==> src/rtl/icache_direct.sv <==
// Direct-mapped, one-word-per-line instruction cache between the fetcher and memCtrl.
// Hits respond one cycle after the request; misses issue a single word read and fill the line.
module icache_direct #(
    parameter int INDEX_BITS = 6,
    parameter int ADDR_BITS  = 18
) (
    input  logic        clk,
    input  logic        rst,
    input  logic        rdy,
    input  logic        in_fetcher_ce,
    input  logic [31:0] in_fetcher_pc,
    output logic        out_fetcher_ce,
    output logic [31:0] out_fetcher_instr,
    output logic        out_mem_ce,
    output logic [31:0] out_mem_pc,
    input  logic        in_mem_ce,
    input  logic [31:0] in_mem_instr,
    input  logic        in_rob_misbranch
);

    localparam int LINES = 1 << INDEX_BITS;
    localparam int TAG_W = ADDR_BITS - INDEX_BITS - 2;

    typedef enum logic [1:0] {
        IDLE,
        MISS,
        DONE
    } state_t;

    state_t                  state_q;
    logic                    fetcher_ce_q;
    logic [31:0]             fetcher_instr_q;
    logic                    mem_ce_q;
    logic [31:0]             mem_pc_q;

    logic [LINES-1:0]        valid_q;
    logic [TAG_W-1:0]        tag_q  [LINES];
    logic [31:0]             data_q [LINES];

    logic [INDEX_BITS-1:0]   req_idx;
    logic [TAG_W-1:0]        req_tag;
    logic                    req_hit;
    logic [INDEX_BITS-1:0]   fill_idx;
    logic [TAG_W-1:0]        fill_tag;
    logic                    fill_en;
    logic                    unused_pc_bits;

    assign req_idx        = in_fetcher_pc[INDEX_BITS+1:2];
    assign req_tag        = in_fetcher_pc[ADDR_BITS-1:INDEX_BITS+2];
    assign req_hit        = valid_q[req_idx] && (tag_q[req_idx] == req_tag);
    assign unused_pc_bits = ^in_fetcher_pc[1:0];

    // The latched miss address doubles as the fill index/tag source.
    assign fill_idx = mem_pc_q[INDEX_BITS+1:2];
    assign fill_tag = mem_pc_q[ADDR_BITS-1:INDEX_BITS+2];
    assign fill_en  = rdy && !in_rob_misbranch && (state_q == MISS) && in_mem_ce;

    always_ff @(posedge clk or posedge rst) begin
        if (rst) begin
            state_q         <= IDLE;
            fetcher_ce_q    <= 1'b0;
            fetcher_instr_q <= '0;
            mem_ce_q        <= 1'b0;
            mem_pc_q        <= '0;
        end else if (rdy) begin
            if (in_rob_misbranch) begin
                state_q      <= IDLE;
                fetcher_ce_q <= 1'b0;
                mem_ce_q     <= 1'b0;
            end else begin
                case (state_q)
                    IDLE: begin
                        fetcher_ce_q <= 1'b0;
                        if (in_fetcher_ce) begin
                            if (req_hit) begin
                                fetcher_ce_q    <= 1'b1;
                                fetcher_instr_q <= data_q[req_idx];
                                state_q         <= DONE;
                            end else begin
                                mem_ce_q <= 1'b1;
                                mem_pc_q <= {in_fetcher_pc[31:2], 2'b00};
                                state_q  <= MISS;
                            end
                        end
                    end
                    MISS: begin
                        if (in_mem_ce) begin
                            fetcher_ce_q    <= 1'b1;
                            fetcher_instr_q <= in_mem_instr;
                            mem_ce_q        <= 1'b0;
                            state_q         <= DONE;
                        end
                    end
                    DONE: begin
                        fetcher_ce_q <= 1'b0;
                        state_q      <= IDLE;
                    end
                    default: begin
                        fetcher_ce_q <= 1'b0;
                        mem_ce_q     <= 1'b0;
                        state_q      <= IDLE;
                    end
                endcase
            end
        end
    end

    always_ff @(posedge clk or posedge rst) begin
        if (rst) begin
            valid_q <= '0;
        end else if (fill_en) begin
            valid_q[fill_idx] <= 1'b1;
        end
    end

    // Tag and data arrays carry no reset; valid bits alone qualify them.
    always_ff @(posedge clk) begin
        if (fill_en) begin
            tag_q[fill_idx]  <= fill_tag;
            data_q[fill_idx] <= in_mem_instr;
        end
    end

    assign out_fetcher_ce    = fetcher_ce_q;
    assign out_fetcher_instr = fetcher_instr_q;
    assign out_mem_ce        = mem_ce_q;
    assign out_mem_pc        = mem_pc_q;

endmodule

==> config.mk <==
export PLATFORM = sky130hd
export DESIGN_NAME = icache_direct
export DESIGN_NICKNAME = d
export VERILOG_FILES = /design/src/rtl/icache_direct.sv
export SDC_FILE = /design/constraint.sdc
export NUM_CORES = 2
export LEC_CHECK = 0
export CAP_MARGIN = 20
export CORE_MARGIN = 2
export CORE_UTILIZATION = 55
export CTS_BUF_LIST = sky130_fd_sc_hd__clkbuf_8
export DETAILED_ROUTE_END_ITERATION = 6
export DONT_BUFFER_PORTS = 1
export MAX_ROUTING_LAYER = met4
export PLACE_DENSITY = 0.7
export SETUP_SLACK_MARGIN = 0.1
export SLEW_MARGIN = 25
export SYNTH_ARGS = -nofsm -noshare
export SYNTH_HDL_FRONTEND = slang
export SYNTH_SLANG_ARGS = --single-unit
==> constraint.sdc <==
create_clock -name clk -period 6.6 [get_ports clk]
set_input_delay 1.65 -clock clk [delete_from_list [all_inputs] [get_ports clk]]
set_output_delay 1.65 -clock clk [all_outputs]
set_load 0.1 [all_outputs]
# == After elaboration in Yosys (flattened, before gate mapping) ==
# Memory sizes are Yosys's and may differ from the RTL's.
# Index checks and enable logic that the tools add are counted.
# word_totals
regBits,130
ram_bits,2688
out_inout_bits,66
wordCells,62
mem_count,2
# mem_list
name,depth,word_bits,rd,rd_ports_with_merged_regs,wr,line,text
data_q,64,32,1,0,1,38,logic [31:0] data_q [LINES];
tag_q,64,10,1,0,1,37,logic [TAG_W-1:0] tag_q [LINES];
# classes
order_cmp,3
n_eq_ne,10
mux,25
bitwise_logic,3
n_reduce_logical,13
# ops
op,n
$mux 32,3
$or 64x64->64,1
$pmux 32 s2,1
$lt 6x7->1 const B,2
$mux 1,12
$eq 10x10->1,1
$reduce_and 5->1,2
$ne 3x3->1 const B,3
$mux 2,4
$ne 2x2->1 const B,4
$bmux 1 s6,1
$demux 1 s6,1
$ge 6x1->1 const B,1
$reduce_and 6->1,1
$logic_and 1x1->1,5
$pmux 2 s2,1
$pmux 1 s3,1
$reduce_and 3->1,1
$eq 2x1->1 const B,1
$eq 2x2->1 const B,1
$logic_not 2->1,1
$not 1->1,2
$pmux 1 s2,1
$reduce_and 2->1,1
other kinds (2),2

# == Logic depth before layout (Yosys ltp) ==
# depth
word_depth,7
depth_mapped,19
depth_no_buf,9

# == Worst setup path after synthesis ==
# No wires, ideal clock.
# synth_timing
path_kind,input to register
startpoint,in in_rob_misbranch
endpoint,"mem data_q[19][0], enable pin"
setup_ns,0.443
arrival_time_ns,4.786
required_time_ns,6.157
path_slack_ns,1.372
path_stages,7
path_cell_list,clkbuf_1 > nand2b_1 > nor3_2 > nand2_1 > nor2_1 > nand3b_1 > nor2_1
# synth_via
elab_chain_len,6
# synth_lines
item,line,text
from (decl),18,input logic in_rob_misbranch
$logic_not 1->1,56,assign fill_en = rdy && !in_rob_misbranch && (state_q == MISS) && in_mem_ce;
$logic_and 1x1->1 (3 in series),56,
$mux 1,118,if (fill_en) begin
$mux 1 (not written as such),120,data_q[fill_idx] <= in_mem_instr;
to (decl),38,
# No other way between the ends.

# == Final worst setup path ==
# layout_timing
startpoint,in in_fetcher_pc[3]
endpoint,reg mem_pc_q[30] (netlist: out_mem_pc[30])
# layout_via
elab_chain_len,5
# layout_lines
item,line,text
from (decl),11,"input logic [31:0] in_fetcher_pc,"
$mem_v2 64x10 / $bmux 1 s6 (equally long branches),-,
$eq 10x10->1 / $mux 1 (equally long branches),50,assign req_hit = valid_q[req_idx] && (tag_q[req_idx] == req_tag);
$logic_and 1x1->1 *,50,
$not 1->1 (no line) *,-,
$reduce_and 5->1 (no line) *,-,
to (signal assigned),81,"mem_pc_q <= {in_fetcher_pc[31:2], 2'b00};"
to (decl),34,logic [31:0] mem_pc_q;
# Mark *: on every way between the ends. The rest lies on a longest branch, timed or not. The select of a mux whose other input is x is not followed.
# A chain may end at the register's enable or synchronous reset.

==> results.ini <==
[cts]
post-cts-setup-buffers=0
worst_setup_hold_path_clk_slew_ns=0.06
clock_insertion_delay_worst_skew_ns=1.11
clock-root-buffer=clkbuf_8
cts_inserted_buffers=449
clock_tree.buffer_depth=4
cts-resized-gates=0
cts_hold_repair.buffers=0
cts_tree=yes
cts_htree_levels=5
clock_sink_count=2818

[global_routing]
grt.overflow.total=0
first_pass_grt_wire_length_um=396500
antenna_found_initial=5
grt_pass1_vias=54705
grt_max_degree=794
grt.total_usage_pct=29.09

[setup_path]
timing.critical_path.required_ns=7.57
worstSetupEndpointType=flip-flop
worstPathArrival_ns=6.18
largest_fanout_on_the_critical_path=793
timing.setup.critical_path_class=primary input to flip-flop
critical_path.startpoint_type=primary input
worst-r2r-setup-slack_ns=2.25

[timing]
timing.final.crit_period_ns=5.213
final.period_utilization_pct=78.98
transition_time_at_the_pin_with_the_least_slew_margin_ns=2.129
maxSlewHeadroom_pct=-41.93
setup_skew_ns=0.05757
final.hold.worst_slack_ns=0.4641
report.final.hold_viol_count=0
number_of_pins_exceeding_their_max_slew_limit_in_the_final_report=571
achievable-frequency_ghz=0.1918
setup_slack_ns=1.387
rsz0062_at_grt=no
finalSetupViolCount=0
totalNegativeSetupSlack_ns=0

[finish]
synthToLayoutAreaGrowth_pct=11.24
layout.nets=5450
stdcell_count=8374
fillers=13400
drive_gt1_share_pct=25.78
fin_area_um2=120800

[placement]
routabilityCongestion=0.8771
placedInstanceArea_um2=112700
hpwl_um=151700
pre_cts_ws_ns=0.3105
port_buffers=0
post-place-cells=7567

[logic_synthesis]
dominant_combinational_cell_family_by_area_after_synthesis=multiplexers
ys.warnings.count=0
yosysSeqAreaShare_pct=77.33
cell_area_after_synthesis_um2=108600
syn_avg_cell_area_um2=21.50
synth.mux.area_fraction_pct=15.33
area_share_of_xor_xnor_cells_in_the_synthesized_design_pct=0.03918
synth_edf_count=2688
synth.distinct_cells=70
yosys.area.top_type_share_pct=74.33
post_synth_and_or_nand_nor_area_fraction_pct=2.490
yosysTopAreaCell=edfxtp_1
synth.top_cells.by_area=edfxtp_1 (74%), mux4_2 (12%), dfrtp_1 (3.0%)
synth-compound-area-share_pct=3.348
synthArstFlopShare_pct=4.613
synthAdderAreaFrac_pct=0
yosys_most_used_dff=edfxtp_1
syn_inst=5050
ys_ff_latch=2818

[drt]
firstDrtPassIters=5
wire_per_inst_um=33.65
post_drt_via_cell_ratio=6.607
drt-total-wl_um=281800
postRouteAntennaNets=0
dr.first_iter.drc_count=7477
drc=0
routed-via-count=55323

[power]
clock_power_share_pct=36.6
power_density_nw_per_um2=307.2
power.switching_fraction_pct=24.91
power.sequential.fraction_pct=57.4
internal_power_w=0.02787
worst_ir_drop_vdd_mv=0.2198
pwr-share-comb_pct=6.0
leakagePower_nw=39.21
p_sw_w=0.009245

[floorplanning]
num_io_pins=136
dieWidth_um=448.3
initial_core_utilization_pct=55.17
floorplan.rows=163
core_um2=196800
floorplan.die.height_um=448.3
design.die.area_um2=201000

[hold_path]
holdCritPathClass=flip-flop to flip-flop

[run_status]
failed_checks=slew limit
status=finished, violations left

[job]
max_cap_viols=0

[through the flow]
| step | util [%] | total power [W] |
|---|---|---|
| finish | 61.38 | 0.03711 |
| global route | 61.38 | 0.03817 |
| CTS | 61.34 | 0.03723 |
| detailed placement | 57.24 | 0.02384 |
| global placement | 57.11 | 0.02366 |
| floorplan | - | 0.02316 |
[path summary, 6_finish.rpt]
| path | startpoint | cells past startpoint | end |
|---|---|---|---|
| setup / recovery | in_fetcher_pc[3] | 10 | out_mem_pc[30] |
| hold / removal | valid_q[23] | 1 | valid_q[23] |
| setup reg to reg | state_q[0] | 8 | data_q[48][31] |
| hold reg to reg | valid_q[23] | 1 | valid_q[23] |
| max in group asynchronous | rst | 2 | out_mem_pc[13] |
| min in group asynchronous | rst | 1 | out_mem_pc[26] |
[final cells by class]
type | instances | area, um2 | area share [%]
diodes | 5 | 12.51 | 0.01036
well taps | 2640 | 3303 | 2.735
flip-flops and latches | 2818 | 83980 | 69.53
multi-input cells | 1934 | 23590 | 19.53
repair buffers | 171 | 1804 | 1.494
clock buffers | 468 | 6441 | 5.332
inverters | 6 | 27.53 | 0.02279
clock inverters | 332 | 1633 | 1.352
[per-layer routing]
layer  vias to the layer above  global-route usage, %  wire (um)
li1                      22039                      -          -
met1                     29287                  38.67     104900
met2                      3388                  44.11     134800
met3                       609                  6.833      30720
met4                         0                  11.37      11390
met5                         -                      -          0
[Yosys cell counts (27+ instances only)]
cell type	count
nor4_1	34
edfxtp_1	2688
a22o_1	34
or2_2	66
a22oi_1	194
mux4_2	582
clkbuf_1	121
a221oi_1	28
nor2_1	112
nand3_1	100
dfrtp_1	130
o21ai_0	27
mux2i_1	255
nand2_1	107
a21oi_1	70
buf_4	36
buf_2	96
[logic make-up after synthesis]
family | after synthesis
compound gates | 493
xor+xnor | 4
buf+inv | 299
flops | 2818
mux | 898
other cells | 1
simple gates | 537
[power by group through the flow]
stage               Sequential [W]  Combinational, W  Clock (W)
detailed placement          0.0217           0.00218          0
finish                      0.0213           0.00224     0.0136
floorplan                   0.0220           0.00120          0
global route                0.0213           0.00230     0.0146
global placement            0.0216           0.00202          0
CTS                         0.0213           0.00219     0.0138
[cell usage in the layout, fill, tap and decap left out, drive strengths merged, types with 6 or more instances in the layout]
master and count:
mux2 41, and3 7, buf 171, nor2b 19, a22o 34, mux4 602, a21oi 70, bufinv 11
nand2b 12, nor3 24, and2 6, clkbuf 468, o22ai 25, inv 163, nand2 107, o22a 7
o2111ai 16, nand4 25, nor2 113, a211oi 11, clkinv 160, a221oi 28, o21ai 28, or3 9
a22oi 194, edfxtp 2688, dfrtp 130, nand3 100, or2 66, a31oi 23, mux2i 255, nor4 35
o31a 14, o32a 8
[critical path, stage by stage]
cell,delay (ns)
mux4_2,1.04
a22oi_1,0.51
nand4_1,0.20
mux2_2,0.26
o221ai_1,0.15
nor4_4,0.29
buf_12,0.26
a311o_2,0.25
buf_12,0.28
mux2_2,0.38
[sequential cells by signal, summed over array words and instances (netlist names)]
| register | cells |
|---|---|
| out_mem_ce | 1 |
| valid_q | 64 |
| out_fetcher_ce | 1 |
| data_q | 2048 |
| state_q | 2 |
| out_mem_pc | 30 |
| tag_q | 640 |
| out_fetcher_instr | 32 |
Note: power is estimated with default switching activity, not from simulation.
